--- config.mk ---
export PLATFORM = sky130hd
export DESIGN_NAME = dout_uart_tx
export DESIGN_NICKNAME = d
export VERILOG_FILES = /design/src/rtl/dout_uart_tx.sv
export SDC_FILE = /design/constraint.sdc
export NUM_CORES = 1
export LEC_CHECK = 0
export CAP_MARGIN = 25
export CORE_MARGIN = 8
export CORE_UTILIZATION = 64
export DETAILED_ROUTE_END_ITERATION = 10
export PLACE_DENSITY = 0.93
export SYNTH_ARGS = -nofsm -noshare
export SYNTH_HDL_FRONTEND = slang
export SYNTH_SLANG_ARGS = --single-unit
--- constraint.sdc ---
create_clock -name Clock -period 4.7 [get_ports Clock]
set_input_delay 1.41 -clock Clock [delete_from_list [all_inputs] [get_ports Clock]]
set_output_delay 1.41 -clock Clock [all_outputs]
set_load 0.03 [all_outputs]
--- src/rtl/dout_uart_tx.sv ---
`default_nettype none
// ============================================================================
//  Module   : dout_uart_tx
//  Purpose  : Captures CPU output bytes (Dout/Dval rising edge) into a small
//             FIFO and streams them out as asynchronous serial frames on Tx.
//             Default framing is 8N1. Defining the macro PARITY_EN inserts an
//             even-parity bit after the data bits (8E1).
//  Revision : 1.0 - initial release
// ============================================================================
module dout_uart_tx #(
  parameter int CLK_HZ = 50000000,
  parameter int BAUD   = 115200,
  parameter int DEPTH  = 8
) (
  input  logic                     Clock,
  input  logic                     Reset,
  input  logic [7:0]               Dout,
  input  logic                     Dval,
  output logic                     Tx,
  output logic                     Busy,
  output logic                     Overflow,
  output logic [$clog2(DEPTH):0]   Count
);

  // Clocks per serial bit and derived widths.
  localparam int DIV = CLK_HZ / BAUD;
  localparam int AW  = $clog2(DEPTH);
  localparam int CW  = $clog2(DIV);

  localparam logic [CW-1:0] CNT_LAST = CW'(DIV - 1);
  localparam logic [CW-1:0] CNT_ONE  = CW'(1);
  localparam logic [AW:0]   PTR_ONE  = (AW + 1)'(1);

  typedef enum logic [2:0] {
    IDLE   = 3'd0,
    START  = 3'd1,
    DATA   = 3'd2,
    STOP   = 3'd3
`ifdef PARITY_EN
    ,
    PARITY = 3'd4
`endif
  } state_t;

  state_t          state_q;
  logic [CW-1:0]   cnt_q;
  logic [2:0]      bit_idx_q;
  logic [7:0]      shift_q;
  logic            tx_q;
  logic            busy_q;
  logic            overflow_q;
  logic            dval_q;
`ifdef PARITY_EN
  logic            par_q;
`endif

  logic [7:0]      mem_q [DEPTH];
  logic [AW:0]     wptr_q;
  logic [AW:0]     rptr_q;

  logic            w_push;
  logic            w_pop;
  logic            w_empty;
  logic            w_full;
  logic            w_wr;
  logic            w_drop;
  logic            w_baud_last;

  // Occupancy flags come from the pointers as they stand at the start of the
  // cycle; the extra wrap bit separates full from empty.
  assign w_empty     = (wptr_q == rptr_q);
  assign w_full      = (wptr_q[AW] != rptr_q[AW]) &&
                       (wptr_q[AW-1:0] == rptr_q[AW-1:0]);
  assign w_push      = Dval & ~dval_q;
  assign w_pop       = (state_q == IDLE) & ~w_empty;
  // A pop in the same cycle frees the slot the push needs, so a full FIFO
  // still accepts the byte in that case.
  assign w_wr        = w_push & (~w_full | w_pop);
  assign w_drop      = w_push & w_full & ~w_pop;
  assign w_baud_last = (cnt_q == CNT_LAST);

  assign Tx       = tx_q;
  assign Busy     = busy_q;
  assign Overflow = overflow_q;
  assign Count    = wptr_q - rptr_q;

  // Dval edge detector: one push per low-to-high transition of the level.
  always_ff @(posedge Clock) begin
    if (Reset) dval_q <= 1'b0;
    else       dval_q <= Dval;
  end

  // FIFO storage; contents need no reset since pointers define validity.
  always_ff @(posedge Clock) begin
    if (w_wr) mem_q[wptr_q[AW-1:0]] <= Dout;
  end

  // FIFO pointers and the sticky overflow flag.
  always_ff @(posedge Clock) begin
    if (Reset) begin
      wptr_q     <= '0;
      rptr_q     <= '0;
      overflow_q <= 1'b0;
    end else begin
      if (w_wr)   wptr_q     <= wptr_q + PTR_ONE;
      if (w_pop)  rptr_q     <= rptr_q + PTR_ONE;
      if (w_drop) overflow_q <= 1'b1;
    end
  end

  // Serial framer: Tx and Busy are registered from the state seen this cycle,
  // so the line lags the state decision by one clock.
  always_ff @(posedge Clock) begin
    if (Reset) begin
      state_q   <= IDLE;
      cnt_q     <= '0;
      bit_idx_q <= '0;
      shift_q   <= '0;
      tx_q      <= 1'b1;
      busy_q    <= 1'b0;
`ifdef PARITY_EN
      par_q     <= 1'b0;
`endif
    end else begin
      busy_q <= (state_q != IDLE) | ~w_empty;
      case (state_q)
        IDLE: begin
          tx_q <= 1'b1;
          if (!w_empty) begin
            shift_q <= mem_q[rptr_q[AW-1:0]];
`ifdef PARITY_EN
            par_q   <= ^mem_q[rptr_q[AW-1:0]];
`endif
            cnt_q   <= '0;
            state_q <= START;
          end
        end
        START: begin
          tx_q <= 1'b0;
          if (w_baud_last) begin
            cnt_q     <= '0;
            bit_idx_q <= '0;
            state_q   <= DATA;
          end else begin
            cnt_q <= cnt_q + CNT_ONE;
          end
        end
        DATA: begin
          tx_q <= shift_q[0];
          if (w_baud_last) begin
            cnt_q   <= '0;
            shift_q <= {1'b0, shift_q[7:1]};
            if (bit_idx_q == 3'd7) begin
`ifdef PARITY_EN
              state_q <= PARITY;
`else
              state_q <= STOP;
`endif
            end else begin
              bit_idx_q <= bit_idx_q + 3'd1;
            end
          end else begin
            cnt_q <= cnt_q + CNT_ONE;
          end
        end
`ifdef PARITY_EN
        PARITY: begin
          tx_q <= par_q;
          if (w_baud_last) begin
            cnt_q   <= '0;
            state_q <= STOP;
          end else begin
            cnt_q <= cnt_q + CNT_ONE;
          end
        end
`endif
        STOP: begin
          tx_q <= 1'b1;
          if (w_baud_last) begin
            cnt_q   <= '0;
            state_q <= IDLE;
          end else begin
            cnt_q <= cnt_q + CNT_ONE;
          end
        end
        default: begin
          tx_q    <= 1'b1;
          cnt_q   <= '0;
          state_q <= IDLE;
        end
      endcase
    end
  end

endmodule
`default_nettype wire

==> summary.md, run 1 <==
| Metric | Value |
|---|---|
| Via density per instance | ~6.2 |
| Crit path time final | 3.796 ns |
| Hold Path Class | flip-flop to flip-flop |
| Max VDD drop | 278.7 uV |
| Power per Cell Area | about 480 nW/um^2 |
| DRC viols | 0 |
| Final hold vios | 0 |
| Fmax achieved | between 200 and 300 MHz |
| Top-Level Pins | 18 |
| Post-CTS Setup Bufs | 0 |
| Async SR Flop Fraction | 0% |
| Starting Density | about two thirds |
| Worst-path maximum fanout | 7 |
| Outcome | finished, final reports clean |
| Worst-margin pin slew | 0.9155 ns |
| First-pass GRT wire length | 12,700 microns |
| CP Capture Type | output pin |
| Cell depth of the worst setup path | 5 |
| Synth cell count leaders | edfxtp_1 (64), dfxtp_1 (37), nor2_1 (21), mux4_2 (16), nand2_1 (16) |
| Cell Count, Final, Fillers Out | 415 |
| Max Cap Viol | 0 |
| Vias in the first global route | 2,517 |
| Largest net degree at the start of global routing | 25 |
| Die ar. | 9683 sq um |
| Synth Warn # | 0 |
| Yosys top cell area share | 44.23% |
| Register Area | approximately 2700 sq um |
| Site row count | 30 |
| Antenna violations before repair | 0 |
| Final TNS setup | 0 ns |
| Final setup fails | 0 |
| Sequential area share after synthesis | 61.27% |
| Clock transition at the registers of the reported paths | 0.10 ns |
| Crit path cell chain | inv_1 -> ha_1 -> fa_1 -> xnor2_1 -> clkdlybuf4s50_1 |
| Area leader, netlist | edfxtp_1 |
| Critical Path AT | around 2.4 ns |
| Post-DRT Antenna Nets | 0 |
| Bufs and invs on worst path | 2 |
| EDFF count, synth | 64 |
| Remaining global-route overflow | 0 |
| Layout cell share with drive strength beyond 1 | 14.03% |
| Number of DRC markers in iteration 0 | between 100 and 150 |
| Post-CTS resize count | 0 |
| Synth-to-Final Area Change | 10.37% |
| Synth Register Bits | 101 |
| Total global-route track usage | about 17% |
| Crit path max-delay family | buffers and inverters |
| ANT cells | 0 |
| Via count | about 2,600 |
| DR pass1 iterations | 4 |
| Final WL | 7850 microns |
| Cts hold-fix bufs | 0 |
| Wire per inst | 18.92 microns |
| Final nets | between 300 and 400 |
| Core Box Area | roughly 6700 sq um |
| Clk buf depth | 2 |
| Die Width | 98.40 microns |
| RSZ-0062 raised after global routing | false |
| Number of fill cells | 422 |
| TritonCTS Buffers | 9 |
| Post-synth cell types | slightly below 50 |
| R2R depth | 6 |
| DP Cell Count | 398 |
| Most numerous cell in the Yosys netlist | edfxtp_1 |
| Critical path data required time | 3.29 ns |
| Crit-path slowest cell | clkdlybuf4s50_1 |
| Die height | 98.40 microns |
| Post-route clock period utilization | 80.76% |
| Post-synth top flop | edfxtp_1 |
| Worst slew margin | 38.96% |
| Skew final | 0.01437 ns |
| Top cells by area, synth | edfxtp_1 (44%), dfxtp_1 (17%), mux4_2 (8.3%), ha_1 (3.7%), mux2i_1 (2.8%) |
| Post-place setup slack | approximately 0.97 ns |
| CTS tree | done |
| WHS Path Cells | 1 |
| Pwr Total | 2315 uW |
| Largest stage delay, worst path | 0.69 ns |
| Gpl congestion | 0.8575 |
| CTS Sinks | 101 |
| Synthesized area per cell | 14.11 sq um |
| CP Launch Type | flip-flop |
| Multi-input logic area | 1568 sq um |
| Static Leak | 0.001616 uW |
| Worst skew pair latency | about 0.37 ns |
| Mapped Cells | just over 300 |
| Syn_nets | 333 |
| HPWL after detailed placement | 5285 microns |
| Root Driver | clkbuf_8 |
| Final number of max-transition violations | 0 |
| H-tree depth | 3 |
| Post-Syn Area | around 4300 sq um |
| Crit path kind | flip-flop to output pin |
| Final worst slack | 0.9041 ns |
| I/O Buffers | 17 |
==> kinds of logic (layout without fill, tap and decap cells) <==
| family | Yosys count | in the layout | synth area share (%) |
|---|---|---|---|
| xor gates and xnor gates | 10 | 10 | 2.188 |
| AOI/OAI and AO/OA | 52 | 52 | 9.128 |
| buffers and inverters | 25 | 52 | 2.649 |
| DFF | 101 | 101 | 61.27 |
| and+or+nand+nor | 78 | 78 | 9.502 |
| adders and majority gates | 14 | 14 | 4.204 |
| muxes | 28 | 28 | 11.06 |
==> flip-flops by register name (all words and copies together), names as in the netlist, named ones only <==
| signal | cells |
|---|---|
| Busy | 1 |
| Overflow | 1 |
| Tx | 1 |
| bit_idx_q | 3 |
| cnt_q | 9 |
| dval_q | 1 |
| mem_q | 64 |
| rptr_q | 4 |
| shift_q | 8 |
| state_q | 2 |
| wptr_q | 4 |
==> layer usage <==
layer	track usage, %	part of all wire (%)
met1	19.82	42
met2	27.94	50
met3	5.334	5.7
met4	6.375	2.1
met5	0	0
==> final cells by class <==
cell class	count	share of cell area (%)
clock buffer	9	2.583
clock inverter	7	1.383
sequential	101	55.52
timing repair buffer	24	4.800
multi-input combinational	182	32.69
tap	80	2.087
inverter	12	0.9392
==> per-stage QoR <==
stage	hold slack (ns)	utilization [%]	cell area, sq um
floorplan	0.4264	-	4345
global placement	0.4388	68.71	4591
detailed placement	0.4524	68.71	4591
CTS	0.4767	71.55	4781
global route	0.5015	71.78	4796
finish	0.4714	71.78	4796
==> layout by cell type (no fill, tap or decap), types with 6 or more instances in the layout <==
master	instances
mux2i_1	12
nand2b_1	9
a311oi_1	7
ha_1	13
dfxtp_1	37
nor2_1	21
clkdlybuf4s50_1	17
nand2_1	16
buf_4	6
nand3_1	6
o21ai_0	8
edfxtp_1	64
a21oi_1	9
clkbuf_8	9
inv_1	12
a22o_1	7
mux4_2	16
==> path summary, 6_finish.rpt <==
check	from	end	slack (ns)
max	wptr_q[0]	Count[2]	0.90
min	shift_q[7]	shift_q[7]	0.47
max reg2reg	wptr_q[0]	mem_q[6][1]	1.97
min reg2reg	shift_q[7]	shift_q[7]	0.47
==> power breakdown <==
part,switching [uW],internal (uW)
Clock,320,205
Combinational,407,303
Sequential,71.0,1010
Note: power is estimated with default switching activity, not from simulation.
==> run 2: changes to the inputs <==
--- a/config.mk
+++ b/config.mk
@@ -7,9 +7,9 @@
 export LEC_CHECK = 0
 export CAP_MARGIN = 25
 export CORE_MARGIN = 8
-export CORE_UTILIZATION = 64
+export CORE_UTILIZATION = 54
 export DETAILED_ROUTE_END_ITERATION = 10
-export PLACE_DENSITY = 0.93
+export PLACE_DENSITY = 0.85
 export SYNTH_ARGS = -nofsm -noshare
 export SYNTH_HDL_FRONTEND = slang
 export SYNTH_SLANG_ARGS = --single-unit
==> constraint.sdc (replaced) <==
create_clock -name Clock -period 3.3 [get_ports Clock]
set_input_delay 0.99 -clock Clock [delete_from_list [all_inputs] [get_ports Clock]]
set_output_delay 0.99 -clock Clock [all_outputs]
set_load 0.03 [all_outputs]
==> summary.md, run 2 (same netlist as run 1, synthesis figures left out) <==
| Metric | Value |
|---|---|
| Post-DRT Antenna Nets | 0 (unchanged) |
| Worst skew pair latency | 0.37 ns (about the same) |
| Total global-route track usage | 14.84% (was 16.79%) |
| Final hold vios | 0 (unchanged) |
| Final WL | 7863 microns (was 7850 microns) |
| Outcome | finished, final reports clean (unchanged) |
| Final TNS setup | 0 ns (unchanged) |
| Reg-to-reg slack, setup | 0.89 ns (was 1.97 ns) |
| Final setup fails | 0 (unchanged) |
| CTS Sinks | 101 (unchanged) |
| Start point of the critical path | wptr_q[0] (unchanged) |
| Antenna violations before repair | 0 (unchanged) |
| CP Launch Type | flip-flop (unchanged) |
| DP Area | 4641 sq um (was 4591 sq um) |
| Die ar. | 11,170 sq um (was 9683 sq um) |
| Cts hold-fix bufs | 0 (unchanged) |
| Max VDD drop | 469.8 uV (was 278.7 uV) |
| Power per Cell Area | 690.6 nW/um^2 (was 482.8 nW/um^2) |
| Die Width | 105.7 microns (was 98.40 microns) |
| H-tree depth | 3 (unchanged) |
| Crit path cell chain | inv_1 -> ha_1 -> fa_1 -> xnor2_1 -> dlygate4sd2_1 (was inv_1 -> ha_1 -> fa_1 -> xnor2_1 -> clkdlybuf4s50_1) |
| Core Box Area | 7767 sq um (was 6681 sq um) |
| Minimum hold slack | 0.4820 ns (was 0.4714 ns) |
| Synth-to-Final Area Change | 11.78% (was 10.37%) |
| Crit path kind | flip-flop to output pin (unchanged) |
| First-pass GRT wire length | 13,050 microns (was 12,700 microns) |
| Root Driver | clkbuf_8 (unchanged) |
| Critical Path AT | 2.12 ns (was 2.39 ns) |
| Worst-margin pin slew | 0.8827 ns (was 0.9155 ns) |
| Hold Path Class | flip-flop to flip-flop (unchanged) |
| Pwr Total | 3354 uW (was 2315 uW) |
| Post-CTS Setup Bufs | 0 (unchanged) |
| Gpl congestion | 0.8428 (was 0.8575) |
| Skew final | 0.02481 ns (was 0.01437 ns) |
| Final nets | 357 (was 355) |
| TritonCTS Buffers | 9 (unchanged) |
| Via density per instance | 5.786 (was 6.198) |
| Largest stage delay, worst path | 0.46 ns (was 0.69 ns) |
| HPWL after detailed placement | 5351 microns (was 5285 microns) |
| Worst-path maximum fanout | 7 (unchanged) |
| Remaining global-route overflow | 0 (unchanged) |
| Static Leak | 0.001648 uW (was 0.001616 uW) |
| Fmax achieved | 322.0 MHz |
| Wire per inst | 17.91 microns (was 18.92 microns) |
| Critical path data required time | 2.31 ns (was 3.29 ns) |
| R2R depth | 5 (was 6) |
| CTS tree | done (unchanged) |
| DR pass1 iterations | 5 (was 4) |
| Worst slew margin | 41.15% (was 38.96%) |
| Site row count | 32 (was 30) |
| Layout cell share with drive strength beyond 1 | 14.54% (was 14.03%) |
| Starting Density | 55.94% (was 65.04%) |
| Final instance area | 4857 sq um (was 4796 sq um) |
| Largest net degree at the start of global routing | 25 (unchanged) |
| Commonest non-fill, non-tap cell in the layout | edfxtp_1 (unchanged) |
| Post-route clock period utilization | 94.11% |
| Post-CTS resize count | 3 (was 0) |
| DRC viols | 0 (unchanged) |
| Reg2reg end | mem_q[7][7] (was mem_q[6][1]) |
| Number of DRC markers in iteration 0 | 133 (was 148) |
| RSZ-0062 raised after global routing | false (unchanged) |
| Number of fill cells | 595 (was 422) |
| CP Capture Type | output pin (unchanged) |
| Max Cap Viol | 0 (unchanged) |
| Crit path time final | ~3.1 ns |
| Via count | 2,540 (was 2,572) |
| Crit-path slowest cell | dfxtp_1 (was clkdlybuf4s50_1) |
| Final worst slack | 0.1945 ns (was 0.9041 ns) |
| Die height | 105.7 microns (was 98.40 microns) |
| ANT cells | 0 (unchanged) |
| Most frequent cells in the layout | edfxtp_1 (64), dfxtp_1 (37), nor2_1 (21) (unchanged) |
| Vias in the first global route | 2,627 (was 2,517) |
| Clock transition at the registers of the reported paths | 0.10 ns (about the same) |
| R2R Path Start | wptr_q[0] (unchanged) |
| Clk buf depth | 2 (unchanged) |
| Final number of max-transition violations | 0 (unchanged) |
| I/O Buffers | 17 (unchanged) |
| Max reg flops | 64 (unchanged) |
| Crit path to | Count[2] (unchanged) |
| Top-Level Pins | 18 (unchanged) |
| Post-place setup slack | 0.3134 ns (was 0.9667 ns) |
[run 2: through the flow]
stage / utilization [%] / std cells
finish: 62.53 / 439
CTS: 62.53 / 439
global route: 62.53 / 439
global placement: 59.75 / 423
detailed placement: 59.75 / 423
floorplan: - / 308
[run 2: metal layers]
layer | global-route usage [%] | vias up | routed length (microns)
met5 | 0 | - | 0
met4 | 7.136 | 0 | 187
met3 | 3.350 | 12 | 215
met2 | 24.40 | 32 | 3959
met1 | 18.10 | 1270 | 3499
li1 | - | 1226 | -
[run 2: power by group]
part	switching [uW]	internal (uW)
registers	82.9	1440
logic	594	410
clock network	456	374
[run 2: how the worst min path moves through the flow]
stage | cells past startpoint | slack [ns] | from | endpoint
finish | 1 | 0.48 | shift_q[7] | shift_q[7]
global route | 1 | 0.50 | shift_q[6] | shift_q[6]
CTS | 1 | 0.48 | shift_q[7] | shift_q[7]
detailed placement | 1 | 0.46 | shift_q[7] | shift_q[7]
global placement | 1 | 0.44 | shift_q[7] | shift_q[7]
floorplan | 1 | 0.43 | shift_q[7] | shift_q[7]
[run 2: critical path, delay by kind of cell (launching register included)]
| family | cells | cell delay, ns |
|---|---|---|
| DFF | 1 | 0.46 |
| xor gates and xnor gates | 1 | 0.14 |
| adders and majority gates | 2 | 0.63 |
| buffers and inverters | 2 | 0.53 |
[run 2: cell type report]
cell class	count	area (sq um)	area share [%]
flip-flops and latches	101	2663	54.82
multi-input cells	182	1568	32.28
repair buffers	26	234.0	4.817
well taps	102	127.6	2.628
clock buffers	9	123.9	2.550
clock inverters	7	96.34	1.984
inverters	12	45.04	0.9274
